<file path="config.mk">
export PLATFORM = sky130hd
export DESIGN_NAME = mem_access_ctrl_flat
export DESIGN_NICKNAME = d
export VERILOG_FILES = /design/src/rtl/mem_access_ctrl_pkg.sv /design/src/rtl/mem_access_ctrl_if.sv /design/src/rtl/mem_access_ctrl_load_extract.sv /design/src/rtl/mem_access_ctrl.sv /design/src/flat_wrapper.sv
export SDC_FILE = /design/constraint.sdc
export NUM_CORES = 1
export LEC_CHECK = 0
export ABC_AREA = 1
export CAP_MARGIN = 20
export CORE_MARGIN = 4
export CORE_UTILIZATION = 47
export CTS_BUF_LIST = sky130_fd_sc_hd__clkbuf_4
export CTS_CLUSTER_DIAMETER = 150
export DETAILED_ROUTE_END_ITERATION = 6
export GPL_ROUTABILITY_DRIVEN = 0
export PLACE_DENSITY = 0.82
export RECOVER_POWER = 25
export SYNTH_ARGS = -nofsm -noshare
export SYNTH_HDL_FRONTEND = slang
export SYNTH_SLANG_ARGS = --single-unit
export TNS_END_PERCENT = 30
</file>
<file path="constraint.sdc">
create_clock -name clk -period 2.8 [get_ports clk]
set_clock_uncertainty 0.1 [all_clocks]
set_input_delay 0.56 -clock clk [delete_from_list [all_inputs] [get_ports clk]]
set_output_delay 0.56 -clock clk [all_outputs]
set_load 0.03 [all_outputs]
</file>
<file path="src/rtl/mem_access_ctrl_pkg.sv">
// mem_access_ctrl_pkg: size/state encodings and request decode shared by the load/store sequencer
package mem_access_ctrl_pkg;
  localparam logic [1:0] SZ_BYTE = 2'b00;
  localparam logic [1:0] SZ_HALF = 2'b01;
  localparam logic [1:0] SZ_WORD = 2'b10;
  localparam logic [1:0] S_IDLE = 2'd0;
  localparam logic [1:0] S_RD = 2'd1;
  localparam logic [1:0] S_WR = 2'd2;
  localparam logic [1:0] S_RESP = 2'd3;
  localparam int TIMEOUT_DEF = 16;
  function automatic logic bad_req(input logic [1:0] size, input logic [1:0] a);
    return size == 2'b11 || (size == SZ_HALF && a[0]) || (size == SZ_WORD && a != 2'b00);
  endfunction
endpackage

</file>
<file path="src/rtl/mem_access_ctrl_if.sv">
// mem_access_ctrl_if: CPU request side and word-wide memory side of the sequencer
interface mem_access_ctrl_if;
  logic cpu_req, cpu_we, cpu_unsigned, cpu_busy, cpu_done, cpu_err;
  logic [1:0] cpu_size;
  logic [31:0] cpu_addr, cpu_wdata, cpu_rdata;
  logic mem_req, mem_we, mem_ack;
  logic [31:0] mem_addr, mem_wdata, mem_rdata;
  modport master (
    input cpu_req, cpu_we, cpu_size, cpu_unsigned, cpu_addr, cpu_wdata, mem_rdata, mem_ack,
    output cpu_busy, cpu_done, cpu_rdata, cpu_err, mem_req, mem_we, mem_addr, mem_wdata
  );
  modport slave (
    output cpu_req, cpu_we, cpu_size, cpu_unsigned, cpu_addr, cpu_wdata, mem_rdata, mem_ack,
    input cpu_busy, cpu_done, cpu_rdata, cpu_err, mem_req, mem_we, mem_addr, mem_wdata
  );
endinterface

</file>
<file path="src/rtl/mem_access_ctrl_load_extract.sv">
// mem_access_ctrl_load_extract: little-endian byte/halfword select with zero or sign extension
module mem_access_ctrl_load_extract
  import mem_access_ctrl_pkg::*;
(
  input  logic [31:0] word_i,
  input  logic [1:0]  addr_i,
  input  logic [1:0]  size_i,
  input  logic        unsigned_i,
  output logic [31:0] data_o
);
  logic [7:0] b;
  logic [15:0] h;
  assign b = word_i[{addr_i, 3'b000} +: 8];
  assign h = addr_i[1] ? word_i[31:16] : word_i[15:0];
  assign data_o = size_i == SZ_BYTE ? {{24{b[7] & ~unsigned_i}}, b} :
                  size_i == SZ_HALF ? {{16{h[15] & ~unsigned_i}}, h} : word_i;
endmodule

</file>
<file path="src/rtl/mem_access_ctrl.sv">
// mem_access_ctrl: multi-cycle load/store sequencer with read-modify-write stores and timeout
module mem_access_ctrl
  import mem_access_ctrl_pkg::*;
#(
  parameter int TIMEOUT = TIMEOUT_DEF
) (
  input logic clk,
  input logic rst_n,
  mem_access_ctrl_if.master bus
);
  localparam logic [7:0] TO = 8'(TIMEOUT);
  logic [1:0] state_q, state_d, size_q, size_d;
  logic we_q, we_d, uns_q, uns_d, err_q, err_d;
  logic [31:0] addr_q, addr_d, wdata_q, wdata_d, rdata_q, rdata_d, merged, ext;
  logic [7:0] cnt_q, cnt_d;
  mem_access_ctrl_load_extract u_ext (
    .word_i(rdata_q),
    .addr_i(addr_q[1:0]),
    .size_i(size_q),
    .unsigned_i(uns_q),
    .data_o(ext)
  );
  always_comb begin
    merged = bus.mem_rdata;
    if (size_q == SZ_BYTE) merged[{addr_q[1:0], 3'b000} +: 8] = wdata_q[7:0];
    else merged[{addr_q[1], 4'b0000} +: 16] = wdata_q[15:0];
  end
  always_comb begin
    state_d = state_q;
    size_d = size_q;
    we_d = we_q;
    uns_d = uns_q;
    addr_d = addr_q;
    wdata_d = wdata_q;
    rdata_d = rdata_q;
    err_d = err_q;
    cnt_d = bus.mem_req && !bus.mem_ack ? cnt_q + 8'd1 : 8'd0;
    case (state_q)
      S_IDLE: if (bus.cpu_req) begin
        size_d = bus.cpu_size;
        we_d = bus.cpu_we;
        uns_d = bus.cpu_unsigned;
        addr_d = bus.cpu_addr;
        wdata_d = bus.cpu_wdata;
        rdata_d = '0;
        err_d = bad_req(bus.cpu_size, bus.cpu_addr[1:0]);
        state_d = err_d ? S_RESP : (bus.cpu_we && bus.cpu_size == SZ_WORD) ? S_WR : S_RD;
      end
      S_RD: if (bus.mem_ack) begin
        rdata_d = bus.mem_rdata;
        wdata_d = merged;
        state_d = we_q ? S_WR : S_RESP;
      end else if (cnt_d == TO) begin
        err_d = 1'b1;
        state_d = S_RESP;
      end
      S_WR: if (bus.mem_ack) state_d = S_RESP;
      else if (cnt_d == TO) begin
        err_d = 1'b1;
        state_d = S_RESP;
      end
      default: state_d = S_IDLE;
    endcase
  end
  always_ff @(posedge clk)
    if (!rst_n) begin
      state_q <= S_IDLE;
      size_q <= '0;
      we_q <= 1'b0;
      uns_q <= 1'b0;
      addr_q <= '0;
      wdata_q <= '0;
      rdata_q <= '0;
      err_q <= 1'b0;
      cnt_q <= '0;
    end else begin
      state_q <= state_d;
      size_q <= size_d;
      we_q <= we_d;
      uns_q <= uns_d;
      addr_q <= addr_d;
      wdata_q <= wdata_d;
      rdata_q <= rdata_d;
      err_q <= err_d;
      cnt_q <= cnt_d;
    end
  assign bus.mem_req = state_q == S_RD || state_q == S_WR;
  assign bus.mem_we = state_q == S_WR;
  assign bus.mem_addr = {addr_q[31:2], 2'b00};
  assign bus.mem_wdata = wdata_q;
  assign bus.cpu_busy = state_q != S_IDLE;
  assign bus.cpu_done = state_q == S_RESP;
  assign bus.cpu_err = bus.cpu_done & err_q;
  assign bus.cpu_rdata = bus.cpu_done && !we_q && !err_q ? ext : '0;
endmodule

</file>
<file path="src/flat_wrapper.sv">
// flat-port wrapper written by rule: the top's interface ports become plain ports
module mem_access_ctrl_flat import mem_access_ctrl_pkg::*;
#(
  parameter int TIMEOUT = TIMEOUT_DEF
)
  (clk, rst_n, bus_cpu_req, bus_cpu_we, bus_cpu_size, bus_cpu_unsigned, bus_cpu_addr, bus_cpu_wdata, bus_mem_rdata, bus_mem_ack, bus_cpu_busy, bus_cpu_done, bus_cpu_rdata, bus_cpu_err, bus_mem_req, bus_mem_we, bus_mem_addr, bus_mem_wdata);
  mem_access_ctrl_if bus_i ();
  input logic clk;
  input logic rst_n;
  input wire logic [$bits(bus_i.cpu_req)-1:0] bus_cpu_req;
  input wire logic [$bits(bus_i.cpu_we)-1:0] bus_cpu_we;
  input wire logic [$bits(bus_i.cpu_size)-1:0] bus_cpu_size;
  input wire logic [$bits(bus_i.cpu_unsigned)-1:0] bus_cpu_unsigned;
  input wire logic [$bits(bus_i.cpu_addr)-1:0] bus_cpu_addr;
  input wire logic [$bits(bus_i.cpu_wdata)-1:0] bus_cpu_wdata;
  input wire logic [$bits(bus_i.mem_rdata)-1:0] bus_mem_rdata;
  input wire logic [$bits(bus_i.mem_ack)-1:0] bus_mem_ack;
  output wire logic [$bits(bus_i.cpu_busy)-1:0] bus_cpu_busy;
  output wire logic [$bits(bus_i.cpu_done)-1:0] bus_cpu_done;
  output wire logic [$bits(bus_i.cpu_rdata)-1:0] bus_cpu_rdata;
  output wire logic [$bits(bus_i.cpu_err)-1:0] bus_cpu_err;
  output wire logic [$bits(bus_i.mem_req)-1:0] bus_mem_req;
  output wire logic [$bits(bus_i.mem_we)-1:0] bus_mem_we;
  output wire logic [$bits(bus_i.mem_addr)-1:0] bus_mem_addr;
  output wire logic [$bits(bus_i.mem_wdata)-1:0] bus_mem_wdata;
  assign bus_i.cpu_req = bus_cpu_req;
  assign bus_i.cpu_we = bus_cpu_we;
  assign bus_i.cpu_size = bus_cpu_size;
  assign bus_i.cpu_unsigned = bus_cpu_unsigned;
  assign bus_i.cpu_addr = bus_cpu_addr;
  assign bus_i.cpu_wdata = bus_cpu_wdata;
  assign bus_i.mem_rdata = bus_mem_rdata;
  assign bus_i.mem_ack = bus_mem_ack;
  assign bus_cpu_busy = bus_i.cpu_busy;
  assign bus_cpu_done = bus_i.cpu_done;
  assign bus_cpu_rdata = bus_i.cpu_rdata;
  assign bus_cpu_err = bus_i.cpu_err;
  assign bus_mem_req = bus_i.mem_req;
  assign bus_mem_we = bus_i.mem_we;
  assign bus_mem_addr = bus_i.mem_addr;
  assign bus_mem_wdata = bus_i.mem_wdata;
  mem_access_ctrl #(.TIMEOUT(TIMEOUT)) u_core (.clk(clk), .rst_n(rst_n), .bus(bus_i));
endmodule
</file>
After elaboration in Yosys (flattened, before gate mapping)
Cells that the tools add are included.
{ "word_totals": {"register_bits": 111, "output_inout_bits": 101, "in_bits": 104, "word_cells": 81} }
{ "op_classes": {"mux": 26, "shift": 5, "n_reduce_logical": 22, "bitwise": 4, "eq_ne": 12, "add_sub_neg": 3} }
{ "op_table": {"columns": ["op", "count"], "rows": [
  ["32-bit 2-to-1 mux", 8],
  ["32-bit case mux with 2 select lines", 2],
  ["32-bit bitwise mux", 2],
  ["16-bit by 7-bit variable shift with 32-bit output (first input constant)", 1],
  ["8-bit by 7-bit variable shift with 32-bit output (first input constant)", 1],
  ["16-bit by 7-bit indexed part select with 32-bit output", 1],
  ["32-bit by 6-bit indexed part select with 8-bit output", 1],
  ["8-bit by 7-bit indexed part select with 32-bit output", 1],
  ["16-bit 2-to-1 mux", 1],
  ["5-bit negator with 7-bit output", 2],
  ["2-bit 2-to-1 mux", 6],
  ["8-bit by 1-bit adder with 8-bit output (second input constant)", 1],
  ["2-bit == test (second input constant)", 4],
  ["8-bit by 5-bit == test with 1-bit output (second input constant)", 1],
  ["8-bit 2-to-1 mux", 1],
  ["2-bit nonzero test", 4],
  ["2-bit by 1-bit == test with 1-bit output (second input constant)", 3],
  ["1-bit logical AND", 6],
  ["2-bit inequality test (second input constant)", 3],
  ["2-bit case mux with 3 select lines", 1],
  ["2-bit zero test", 2],
  ["1-bit 2-to-1 mux", 4],
  ["4-bit AND reduction", 1],
  ["1-bit bitwise AND", 3],
  ["8 further kinds", 12]
]} }

Longest topological paths before layout
{ "depth": {"ltp_word": 8, "mapped_depth": 15, "ltp_nobuf": 15} }

Cells and area by module
From an unflattened synthesis, not the netlist that was laid out.
{ "unflattened": {"cells_unflattened": 1079, "area_unflattened_um2": 6821.5} }
{ "modules_own_cells": {"columns": ["module", "area_each_um2", "seq_area_each_um2", "cells_each", "n_inst"], "rows": [
  ["mem_access_ctrl", 5714.2, 2222.1, 833, 1],
  ["mem_access_ctrl_load_extract", 1107.3, 0.0, 246, 1]
]} }

Worst setup path after synthesis
OpenSTA, ideal clock, no wires.
{ "synth_timing": {"path_type": "register to output", "from": "reg u_core.state_q[1]", "to": "out bus_cpu_rdata[15]", "stages_incl_launch_ff": 8, "required_time_ns": 2.140, "n_path_buf": 0, "slack_ns": -0.109, "arrival_time_ns": 2.249, "path_cell_list": "dfxtp_1 ha_1 nand2_1 nor2_1 inv_1 nor2_1 inv_1 a221oi_1"} }
{ "synth_via": {"elab_chain_len": 4} }
{ "synth_lines": {"columns": ["element", "line", "text"], "rows": [
  ["start, declared", "mem_access_ctrl.sv:12", "logic [1:0] state_q, state_d, size_q, size_d;"],
  ["start signal, assigned", "mem_access_ctrl.sv:77", "state_q <= state_d;"],
  ["2-bit == test", "mem_access_ctrl.sv:92", "assign bus.cpu_done = state_q == S_RESP;"],
  ["net bus_cpu_done", "flat_wrapper.sv:19", "output wire logic [$bits(bus_i.cpu_done)-1:0] bus_cpu_done;"],
  ["1-bit logical AND (2 in a row)", "mem_access_ctrl.sv:94", "assign bus.cpu_rdata = bus.cpu_done && !we_q && !err_q ? ext : '0;"],
  ["32-bit 2-to-1 mux", "mem_access_ctrl.sv:94", null],
  ["end, declared", "flat_wrapper.sv:20", "output wire logic [$bits(bus_i.cpu_rdata)-1:0] bus_cpu_rdata;"]
]} }
The timed path passes the listed nets, and every way through them passes these cells.

Worst setup path after layout
{ "layout_timing": {"from": "reg u_core.rdata_q[15]", "to": "out bus_cpu_rdata[26]"} }
{ "layout_via": {"elab_chain_len": 5, "word_cells_on_any_way": 7, "cone_classes": "shift (1); mux (4); bitwise (2)"} }
{ "layout_lines": {"columns": ["element", "line", "text"], "rows": [
  ["start, declared", "mem_access_ctrl.sv:14", "logic [31:0] addr_q, addr_d, wdata_q, wdata_d, rdata_q, rdata_d, merged, ext;"],
  ["start signal, assigned", "mem_access_ctrl.sv:83", "rdata_q <= rdata_d;"],
  ["parallel branches: the longest is 3 deep, another holds 32-bit by 6-bit indexed part select with 8-bit output", null, null],
  ["32-bit 2-to-1 mux *", "mem_access_ctrl_load_extract.sv:15", "assign data_o = size_i == SZ_BYTE ? {{24{b[7] & ~unsigned_i}}, b} :"],
  ["32-bit 2-to-1 mux *", "mem_access_ctrl.sv:94", null]
]} }
Every way passes the cells marked *.

==> results.ini <==
[hold_path]
hp-class = flip-flop to flip-flop
hold_depth = 2
worst_hold_path.endpoint = u_core.rdata_q[6]
min_from = u_core.rdata_q[6]

[worst_setup_path]
cp.arrival_ps = 2180
r2r_start = u_core.state_q[0]
criticalPathCategory = flip-flop to output port
crit_chain = inv_2, a21oi_2, o21ai_0, nand2_2, a21oi_4, nor2_4, buf_4, nand2_8, a21oi_2, buf_12
critical-path-top-delay-family = compound AO/OA/AOI/OAI gates
crit_path_end_kind = output port
reg2reg_depth = 8
worstSetupStartpointType = flip-flop
worstPathRequired_ps = 2140
worstPathMaxFanout = 8
slowest_stage = dfxtp_2
reg2reg_to = u_core.size_q[1]
cpMostUsedCell = a21oi_2
max_stage_delay_ps = 370
cp_num_buf_inv = 3
ff2ff_setup_slack_ps = 290

[synthesis]
yosys_warnings = 0
synth_top_area_share_pct = 36.81
syn_avg_cell_area_um2 = 6.845
synthCells = 882
async_reset_ff_share_pct = 0
synth_area_leader_cell = dfxtp_1
synth_common_cells = nor2_1 (130), a21oi_1 (121), nand2_1 (116)
synth_top_flop_cell = dfxtp_1
synth_edf_count = 0
ys_types = 37
synth_most_common_cell = nor2_1
yosysSeqAreaShare_pct = 36.81
synth_area_um2 = 6037
ys_ff_latch = 111
ys_top_cells_by_area = dfxtp_1 (37%), a21oi_1 (10%), o21ai_0 (9.3%)

[final_layout]
drive_above_1_share_pct = 12.27
finalInstanceArea_um2 = 8538
final-seq-area_um2 = 2243
multi_input_area_um2 = 3262
fillers = 1097
nets = 1153
fin_util_pct = 67.66
fin_cells = 1216
area_growth_pct = 41.43

[clock_network]
clkSinkCount = 111
cts_tree = done
cts_buffer_depth = 2
insertion_delay_ps = 490
clkTransAtPathRegs_ps = 160
htree_levels = 3
numCtsBuffers = 9
cts-root-buf = clkbuf_4
postCtsHoldBufs = 0

[place]
placed_area_um2 = 8082
io_buffers = 202
placed_cells = 1192
dp_hpwl_um = 15260

[status]
status = finished, violations left
violations = negative setup slack

[timing]
post-route-period-util_pct = 101.6
setup_ws_ps = -43.92
whs_ps = 394.7
setup_viol = 6
rsz0062_at_grt = yes
worst_slew_pin_slew_ps = 1017
fmax_mhz = 351.6
relSlewSlack_pct = 32.22
final_hold_viol_count = 0
fin_crit_ps = 2844
maxSlewViolCount = 0
fin_tns_setup_ps = -84.37

[detailed_routing]
dr.first_iter.drc_count = 916
wl_um = 21660
wl_per_cell_um = 17.81
viasPerCell = 5.643
drc = 0
vias = 6862
drtAntennaViolNets = 0
first_pass_iters = 5

[floorplan]
die_x_um = 121.3
initial_utilization_pct = 47.84
die-area_um2 = 14720
fp.coreArea_um2 = 12620
row_count = 41
die_height_um = 121.3
io_pins = 205

[power_and_ir_drop]
powerDensity_nw_per_um2 = 1029
peakVddDrop_mv = 0.6168
leakagePower_nw = 3.296

[global_routing]
grt_pass1_wl_um = 32570
grt_use_total_pct = 27.71
grt-ovfl-total = 0
grt_antenna_before_repair = 1
grt_pass1_vias = 6083
grt_max_degree = 67

[run]
drv_cap = 0

==> sequential cells by signal (all words and copies together), names as in the netlist <==
| name | cells |
|---|---|
| u_core.err_q | 1 |
| u_core.rdata_q | 32 |
| u_core.state_q | 2 |
| u_core.bus.mem_wdata | 32 |
| u_core.uns_q | 1 |
| u_core.we_q | 1 |
| u_core.cnt_q | 8 |
| u_core.addr_q | 32 |
| u_core.size_q | 2 |
==> report_power, final <==
part / internal (mW) / total, mW / switching, mW
Sequential: 2.19 / 2.63 / 0.443
Clock: 0.446 / 0.994 / 0.548
Combinational: 1.88 / 5.16 / 3.28
==> layout make-up <==
class / count / share of cell area [%]
sequential: 111 / 26.27
inverter: 71 / 3.209
multi-input combinational: 616 / 38.20
tap: 172 / 2.521
clock inverter: 7 / 1.304
clock buffer: 9 / 0.7913
timing repair buffer: 229 / 27.67
antenna: 1 / 0.02931
==> through the flow <==
step           total power [mW]  setup WS, ps
6_report                  8.784        -43.92
5_1_grt                   9.294        -129.3
4_1_cts                   8.505         10.96
3_5_place_dp              7.465         214.7
3_3_place_gp              7.384         293.6
2_1_floorplan             5.801        -20.42
==> worst register-to-register path, stage by stage (launching register included) <==
cell and delay [ps]:
dfxtp_4 390, inv_1 80, ha_1 290, nand2_2 90, clkbuf_2 560, inv_1 90, clkbuf_2 440, o21ai_0 290
a21oi_1 70
==> cell usage in the layout (no fill, tap or decap), types with 3 or more instances in the layout <==
master,instances
clkdlybuf4s50_1,169
nor2_1,127
nand2_1,114
o21ai_0,111
a21oi_1,102
dfxtp_1,102
inv_1,62
buf_4,30
a31oi_1,27
a211oi_1,26
nand3_1,21
a21oi_2,16
buf_12,16
ha_1,10
clkbuf_4,9
buf_6,9
a221oi_1,6
nor3_1,6
o22ai_1,5
dfxtp_2,5
inv_2,4
a21oi_4,4
clkinv_1,4
nand3b_1,4
clkbuf_2,4
dfxtp_4,4
nor2_2,3
nand2_2,3
nor2_4,3
o21ai_1,3
a22oi_1,3
o221a_2,3
bufinv_16,3
==> kinds of logic after synthesis <==
kind of cell             Yosys count  share of synthesized area (%)
flip-flops                       111                          36.81
adder cells (fa/ha/maj)           11                          2.280
AND/OR/NAND/NOR                  285                          19.03
multiplexers                       2                         0.3316
buffers and inverters            157                          12.29
other                              1                        0.06212
AO/OA/AOI/OAI                    315                          29.20
==> worst max-delay path by stage <==
stage / startpoint / endpoint / slack (ps) / cells after the start
global placement: u_core.state_q[1] / bus_cpu_rdata[31] / 290 / 8
floorplan: u_core.state_q[1] / bus_cpu_rdata[21] / -20 / 8
CTS: u_core.state_q[1] / bus_cpu_rdata[15] / 10 / 8
detailed placement: u_core.state_q[1] / bus_cpu_rdata[26] / 210 / 8
finish: u_core.rdata_q[15] / bus_cpu_rdata[26] / -40 / 10
global route: u_core.rdata_q[15] / bus_cpu_rdata[26] / -130 / 10
==> per-layer routing <==
metal | share of wire, % | up-vias | wire [um] | track usage [%]
met2 | 45 | 412 | 9805 | 43.45
met3 | 11 | 49 | 2397 | 5.315
met4 | 2.9 | 0 | 623 | 10.08
li1 | - | 3282 | - | -
met1 | 41 | 3119 | 8835 | 37.93
met5 | 0 | - | 0 | 0
==> what timing repair did <==
action | in CTS | in global routing
resized for setup | 17 | 52
cloned | 0 | 1
buffers inserted | 0 | 6
endpoints found under the setup margin | 19 | 31
pin swaps | 0 | 6
No activity file was read; power rests on OpenSTA's default activity.
